## config.mk

```make
export PLATFORM = sky130hd
export DESIGN_NAME = bus_arbiter_flat
export DESIGN_NICKNAME = d
export VERILOG_FILES = /design/src/rtl/bus_arbiter_pkg.sv /design/src/rtl/bus_arbiter_if.sv /design/src/rtl/bus_arbiter_rr_picker.sv /design/src/rtl/bus_arbiter.sv /design/src/flat_wrapper.sv
export SDC_FILE = /design/constraint.sdc
export NUM_CORES = 1
export LEC_CHECK = 0
export BUFFER_PORTS_ARGS = -buffer_cell sky130_fd_sc_hd__buf_2
export CAP_MARGIN = 15
export CORE_ASPECT_RATIO = 1.25
export CORE_MARGIN = 2
export CORE_UTILIZATION = 42
export DETAILED_ROUTE_END_ITERATION = 6
export GPL_ROUTABILITY_DRIVEN = 0
export PLACE_DENSITY = 0.92
export SETUP_SLACK_MARGIN = 0.02
export SYNTH_ARGS = -nofsm -noshare
export SYNTH_HDL_FRONTEND = slang
export SYNTH_SLANG_ARGS = --single-unit
export TNS_END_PERCENT = 100
```

## constraint.sdc

```tcl
create_clock -name clk -period 3.1 [get_ports clk]
set_input_delay 0.775 -clock clk [delete_from_list [all_inputs] [get_ports clk]]
set_output_delay 0.775 -clock clk [all_outputs]
set_load 0.02 [all_outputs]
```

## src/rtl/bus_arbiter_pkg.sv

```systemverilog
// Shared types and defaults for the round-robin bus arbiter.
// Holds the FSM state encoding, the default lock limit and a wrap helper.
package bus_arbiter_pkg;

   typedef enum logic {
      IDLE = 1'b0,
      XFER = 1'b1
   } state_t;

   localparam int MAX_BEATS_DEF = 4;
   localparam int SEL_W         = 2;

   function automatic int wrap_inc(input int v, input int n);
      return (v + 1 >= n) ? 0 : v + 1;
   endfunction

endpackage

```

## src/rtl/bus_arbiter_if.sv

```systemverilog
// Requester-side bundle of the arbiter: requests, source words and grant/bus results.
// The master modport is the requester side; the slave modport is the arbiter.
interface bus_arbiter_if #(
   parameter int NREQ = 4,
   parameter int W    = 16,
   parameter int NDST = 4
);
   import bus_arbiter_pkg::*;

   logic [NREQ-1:0]       req;
   logic [NREQ-1:0]       lock;
   logic [NREQ*W-1:0]     src_data;
   logic [NREQ*SEL_W-1:0] dst_sel;
   logic [NREQ-1:0]       gnt;
   logic [NREQ-1:0]       ack;
   logic [W-1:0]          bus;
   logic [NDST-1:0]       dst_write;
   logic                  busy;

   modport master (
      output req, lock, src_data, dst_sel,
      input  gnt, ack, bus, dst_write, busy
   );

   modport slave (
      input  req, lock, src_data, dst_sel,
      output gnt, ack, bus, dst_write, busy
   );

endinterface

```

## src/rtl/bus_arbiter_rr_picker.sv

```systemverilog
// Combinational round-robin pick: mask out excluded requesters, rotate so that
// 'start' sits at bit 0, take the first set bit and map it back to an index.
module rr_picker #(
   parameter int  NREQ = 4,
   localparam int IW   = (NREQ > 1) ? $clog2(NREQ) : 1
) (
   input  logic [NREQ-1:0] req,
   input  logic [NREQ-1:0] excl,
   input  logic [IW-1:0]   start,
   output logic            found,
   output logic [IW-1:0]   idx,
   output logic [NREQ-1:0] onehot
);

   logic [NREQ-1:0] eligible;
   logic [NREQ-1:0] rotated;
   int              offset;
   int              sum;
   int              j;

   assign eligible = req & ~excl;

   always_comb begin
      rotated = '0;
      found   = 1'b0;
      offset  = 0;
      sum     = 0;
      j       = 0;
      onehot  = '0;
      for (int k = 0; k < NREQ; k++) begin
         j = int'(start) + k;
         if (j >= NREQ) j = j - NREQ;
         rotated[k] = eligible[IW'(j)];
      end
      // Descending scan so the lowest rotated position wins.
      for (int k = NREQ - 1; k >= 0; k--) begin
         if (rotated[k]) begin
            found  = 1'b1;
            offset = k;
         end
      end
      sum = int'(start) + offset;
      if (sum >= NREQ) sum = sum - NREQ;
      idx = IW'(sum);
      if (found) onehot[idx] = 1'b1;
   end

endmodule

```

## src/rtl/bus_arbiter.sv

```systemverilog
// Round-robin bus arbiter with lockable grants; 1 cycle req->gnt, one word per ack cycle.
// Requesters hold req until ack; a locked grant is force-released after MAX_BEATS beats.
module bus_arbiter
   import bus_arbiter_pkg::*;
#(
   parameter int NREQ      = 4,
   parameter int W         = 16,
   parameter int NDST      = 4,
   parameter int MAX_BEATS = MAX_BEATS_DEF
) (
   input  logic          clk,
   input  logic          rst,
   bus_arbiter_if.slave  bif
);

   localparam int IW = (NREQ > 1) ? $clog2(NREQ) : 1;
   localparam int BW = (MAX_BEATS > 1) ? $clog2(MAX_BEATS) : 1;

   state_t            state, state_nxt;
   logic [NREQ-1:0]   gnt_q, gnt_nxt;
   logic [IW-1:0]     g_idx, g_idx_nxt;
   logic [IW-1:0]     last_gnt, last_nxt;
   logic [BW-1:0]     beat_cnt, beat_nxt;
   logic [IW-1:0]     start;
   logic [IW-1:0]     pick_idx;
   logic [NREQ-1:0]   pick_onehot;
   logic [NREQ-1:0]   excl;
   logic              pick_found;
   logic              hold;
   logic [SEL_W-1:0]  sel;

   // A releasing grant counts as the newest last_gnt for this very arbitration.
   assign excl  = (state == XFER) ? gnt_q : '0;
   assign start = IW'(wrap_inc(int'((state == XFER) ? g_idx : last_gnt), NREQ));
   assign hold  = (state == XFER) && bif.req[g_idx] && bif.lock[g_idx] &&
                  (beat_cnt != BW'(MAX_BEATS - 1));

   rr_picker #(.NREQ(NREQ)) u_pick (
      .req    (bif.req),
      .excl   (excl),
      .start  (start),
      .found  (pick_found),
      .idx    (pick_idx),
      .onehot (pick_onehot)
   );

   always_ff @(posedge clk or negedge rst) begin
      if (!rst) begin
         state    <= IDLE;
         gnt_q    <= '0;
         g_idx    <= '0;
         last_gnt <= IW'(NREQ - 1);
         beat_cnt <= '0;
      end else begin
         state    <= state_nxt;
         gnt_q    <= gnt_nxt;
         g_idx    <= g_idx_nxt;
         last_gnt <= last_nxt;
         beat_cnt <= beat_nxt;
      end
   end

   always_comb begin
      state_nxt = state;
      gnt_nxt   = gnt_q;
      g_idx_nxt = g_idx;
      last_nxt  = last_gnt;
      beat_nxt  = beat_cnt;
      if (hold) begin
         beat_nxt = beat_cnt + BW'(1);
      end else begin
         if (state == XFER) last_nxt = g_idx;
         beat_nxt = '0;
         if (pick_found) begin
            state_nxt = XFER;
            gnt_nxt   = pick_onehot;
            g_idx_nxt = pick_idx;
         end else begin
            state_nxt = IDLE;
            gnt_nxt   = '0;
            g_idx_nxt = '0;
         end
      end
   end

   always_comb begin
      bif.bus       = '0;
      bif.dst_write = '0;
      sel           = '0;
      if (state == XFER) begin
         for (int i = 0; i < NREQ; i++) begin
            if (g_idx == IW'(i)) begin
               bif.bus = bif.src_data[i*W +: W];
               sel     = bif.dst_sel[i*SEL_W +: SEL_W];
            end
         end
         // Out-of-range selects decode to no write; the transfer itself still happens.
         for (int d = 0; d < NDST; d++) begin
            bif.dst_write[d] = (int'(sel) == d);
         end
      end
   end

   assign bif.gnt  = gnt_q;
   assign bif.ack  = gnt_q;
   assign bif.busy = (state == XFER);

endmodule

```

## src/flat_wrapper.sv

```systemverilog
// flat-port wrapper written by rule: the top's interface ports become plain ports
module bus_arbiter_flat import bus_arbiter_pkg::*;
#(
   parameter int NREQ      = 4,
   parameter int W         = 16,
   parameter int NDST      = 4,
   parameter int MAX_BEATS = MAX_BEATS_DEF
)
  (clk, rst, bif_req, bif_lock, bif_src_data, bif_dst_sel, bif_gnt, bif_ack, bif_bus, bif_dst_write, bif_busy);
  bus_arbiter_if #(.NREQ(NREQ), .W(W), .NDST(NDST)) bif_i ();
  input  logic clk;
  input  logic rst;
  input wire logic [$bits(bif_i.req)-1:0] bif_req;
  input wire logic [$bits(bif_i.lock)-1:0] bif_lock;
  input wire logic [$bits(bif_i.src_data)-1:0] bif_src_data;
  input wire logic [$bits(bif_i.dst_sel)-1:0] bif_dst_sel;
  output wire logic [$bits(bif_i.gnt)-1:0] bif_gnt;
  output wire logic [$bits(bif_i.ack)-1:0] bif_ack;
  output wire logic [$bits(bif_i.bus)-1:0] bif_bus;
  output wire logic [$bits(bif_i.dst_write)-1:0] bif_dst_write;
  output wire logic [$bits(bif_i.busy)-1:0] bif_busy;
  assign bif_i.req = bif_req;
  assign bif_i.lock = bif_lock;
  assign bif_i.src_data = bif_src_data;
  assign bif_i.dst_sel = bif_dst_sel;
  assign bif_gnt = bif_i.gnt;
  assign bif_ack = bif_i.ack;
  assign bif_bus = bif_i.bus;
  assign bif_dst_write = bif_i.dst_write;
  assign bif_busy = bif_i.busy;
  bus_arbiter #(.NREQ(NREQ), .W(W), .NDST(NDST), .MAX_BEATS(MAX_BEATS)) u_core (.clk(clk), .rst(rst), .bif(bif_i));
endmodule
```

==> qor.yml <==
ant_nets: 0
yosysSeqAreaShare_pct: 17.6
grt_pass1_wl_um: 7130
reg2reg_depth: 9
nNetsFinal: 336
finalSetupViolCount: 0
pre_cts_ws_ns: 0.340
synthAdderAreaFrac_pct: 1.59
yosysWarnings: 0
rsz0062_at_grt: "no"
worst_pin_slew_ns: 0.748
critPathLaunchType: "register"
synth_top_family_by_area: "multiplexers"
setup_slack_ns: 0.383
clock_latency_ns: 0.24
end_kind: "register"
synth_top_area_cell: "mux4_2"
cts_sinks: 11
r2r-start: "u_core.bif.busy"
seq_power_share_pct: 14.0
rows: 24
route.detailed.drc: 9
muxShareOfSynthArea_pct: 31.9
failed_checks: "DRC"
ys_types: 43
slew_viol_final: 0
synth_edf_count: 0
drtPass1Iterations: 6
multi_input_area_um2: 1170
ctsHoldBuffers: 0
grt_usage_pct: 21.5
ios: 111
drive_gt1_share_pct: 64.5
crit_type: "reg -> reg"
yosys.area.top_type_share_pct: 25.7
synthCells: 146
rrSetupSlack_ns: 0.38
cts.path.max_buffers: 2
finalHoldViolCount: 0
grt-ovfl-total: 0
p_clk_share_pct: 6.4
synth_ff_type: "dfrtp_1"
finalCritPeriodShare_pct: 87.6
async_flop_share_pct: 100
root_buffer: "clkbuf_8"
power_per_cell_area_nw_per_um2: 1050
cts_buffers: 3
coreArea_um2: 3540
status: "finished, violations left"
synth-compound-area-share_pct: 23.0
crit_arrival_ns: 2.87
synthMostInstantiatedCell: "mux4_2"
p_sw_share_pct: 50.3
wl_per_cell_um: 16.6
synth.area.top_cells: "mux4_2 (26%), dfrtp_1 (14%), and2_1 (6.3%), o2111ai_1 (5.0%), o221ai_2 (4.8%)"
antenna_found_initial: 0
synth_common_cells: "mux4_2 (18), and2_1 (16), dfrtp_1 (9), o2111ai_1 (9)"
die_h_um: 72.5
cts_tree: "done"
fillers: 298
power.switching_w: 0.00114
p_leak_nw: 1.01
cts_repair_resize_count: 0
port_buffers: 110
postCtsSetupBuffers: 0
ir_drop_mv: 0.654
comb_power_share_pct: 79.6
start_util_pct: 44.5
grt_pass1_vias: 1558
synth.ff_latch_count: 11
htree_levels: 1
synth-xor-area-share_pct: 2.22
r2r_end: "u_core.bif.ack[1]"
syn-num-nets: 230
synthSimpleGateAreaFrac_pct: 15.3
synthToLayoutAreaGrowth_pct: 37.9
max_freq_mhz: 368
seq_area_um2: 278
hpwlAfterDp_um: 4010
period_needed_ns: 2.72
die_w_um: 58.8
grt_max_degree: 22
diodes: 0
cp_max_fo: 21
drv_cap: 0
crit_required_ns: 3.26
drt-initial-drc-count: 84
dieArea_um2: 4260
vias: 1656
avgViaCountPerCell: 5.71
clk_pin_slew_ns: 0.05
internal-power_w: 0.00113
postSynthAreaPerCell_um2: 10.8
tns_ns: 0
maxSlewHeadroom_pct: 50.2
hold_class: "in -> async"
final.setup_skew_ns: 0.00424
synth_area_um2: 1580
routed_wl_um: 4830
[cells by family (layout without fill, tap and decap cells)]
logic type,after synthesis,in the layout
XOR/XNOR,4,4
multiplexers,24,24
AO/OA/AOI/OAI,38,38
AND/OR/NAND/NOR,45,45
adder cells (fa/ha/maj),2,2
flip-flops,11,11
buffers and inverters,22,127
[worst max-delay path by stage]
stage	from	end	slack [ns]	cells after the start
6_report	u_core.bif.busy	u_core.bif.ack[1]	0.38	9
3_3_place_gp	bif_req[0]	u_core.bif.ack[2]	0.41	10
3_5_place_dp	bif_req[0]	u_core.g_idx[1]	0.34	10
2_1_floorplan	bif_req[0]	u_core.bif.ack[1]	0.50	9
5_1_grt	u_core.bif.busy	u_core.bif.ack[1]	0.13	9
4_1_cts	u_core.bif.busy	u_core.bif.ack[1]	0.41	9
[power groups by stage]
| stage | Clock, W | Combinational (W) | Sequential [W] |
|---|---|---|---|
| after floorplan | 0 | 0.00142 | 0.000289 |
| after global placement | 0 | 0.00176 | 0.000319 |
| after detailed placement | 0 | 0.00181 | 0.000323 |
| after CTS | 0.000148 | 0.00181 | 0.000321 |
| after global routing | 0.000153 | 0.00196 | 0.000333 |
| final | 0.000145 | 0.00181 | 0.000319 |
[layout by cell type, fill, tap and decap left out, drive strengths merged, types with 2 or more instances in the layout]
| cell | n |
|---|---|
| a21bo | 2 |
| a21boi | 5 |
| a21oi | 7 |
| and2 | 16 |
| buf | 115 |
| clkbuf | 4 |
| dfrtp | 9 |
| dfstp | 2 |
| ha | 2 |
| inv | 7 |
| mux2 | 4 |
| mux2i | 2 |
| mux4 | 18 |
| nand2 | 8 |
| nand3 | 8 |
| nor2 | 6 |
| nor2b | 3 |
| o2111ai | 9 |
| o211ai | 2 |
| o21ai | 3 |
| o221ai | 5 |
| xor2 | 3 |
[registers in the layout, indices dropped and copies added, names as in the netlist]
register / count
u_core.last_gnt: 2
u_core.beat_cnt: 2
u_core.bif.busy: 1
u_core.bif.ack: 4
u_core.g_idx: 2
[stage by stage]
| stage | total power [W] | cells | utilization [%] | area (um^2) | hold WS [ns] |
|---|---|---|---|---|---|
| after global placement | 0.00208 | 286 | 60.1 | 2130 | 0.421 |
| after detailed placement | 0.00213 | 286 | 60.1 | 2130 | 0.426 |
| after global routing | 0.00245 | 290 | 61.3 | 2170 | 0.413 |
| final | 0.00227 | 290 | 61.3 | 2170 | 0.397 |
| after floorplan | 0.00171 | 146 | - | 1580 | 0.410 |
| after CTS | 0.00228 | 290 | 61.3 | 2170 | 0.403 |
[critical path: stages (launching register included)]
cell and delay (ns):
dfrtp_1 0.82, mux2i_4 0.39, o21ai_0 0.11, a21oi_1 0.14, a311oi_1 0.06, a31oi_1 0.18, ha_1 0.24, xor2_1 0.38
nand3_1 0.16, o221ai_2 0.15
[cell type report]
cell class	count	area share, %
Sequential cell	11	12.8
Multi-Input combinational cell	113	53.7
Clock buffer	4	2.07
Inverter	8	1.55
Timing Repair Buffer	115	27.6
Tap cell	39	2.25
[layer usage]
metal  track usage [%]  vias to the layer above  part of all wire, %
met5                 0                        -                    0
met4              6.82                        0                  1.5
met3              1.43                        6                  6.0
met2              40.7                       63                   58
met1              25.1                      806                   35
li1                  -                      781                    -
Power figures use the tool's default switching activity.
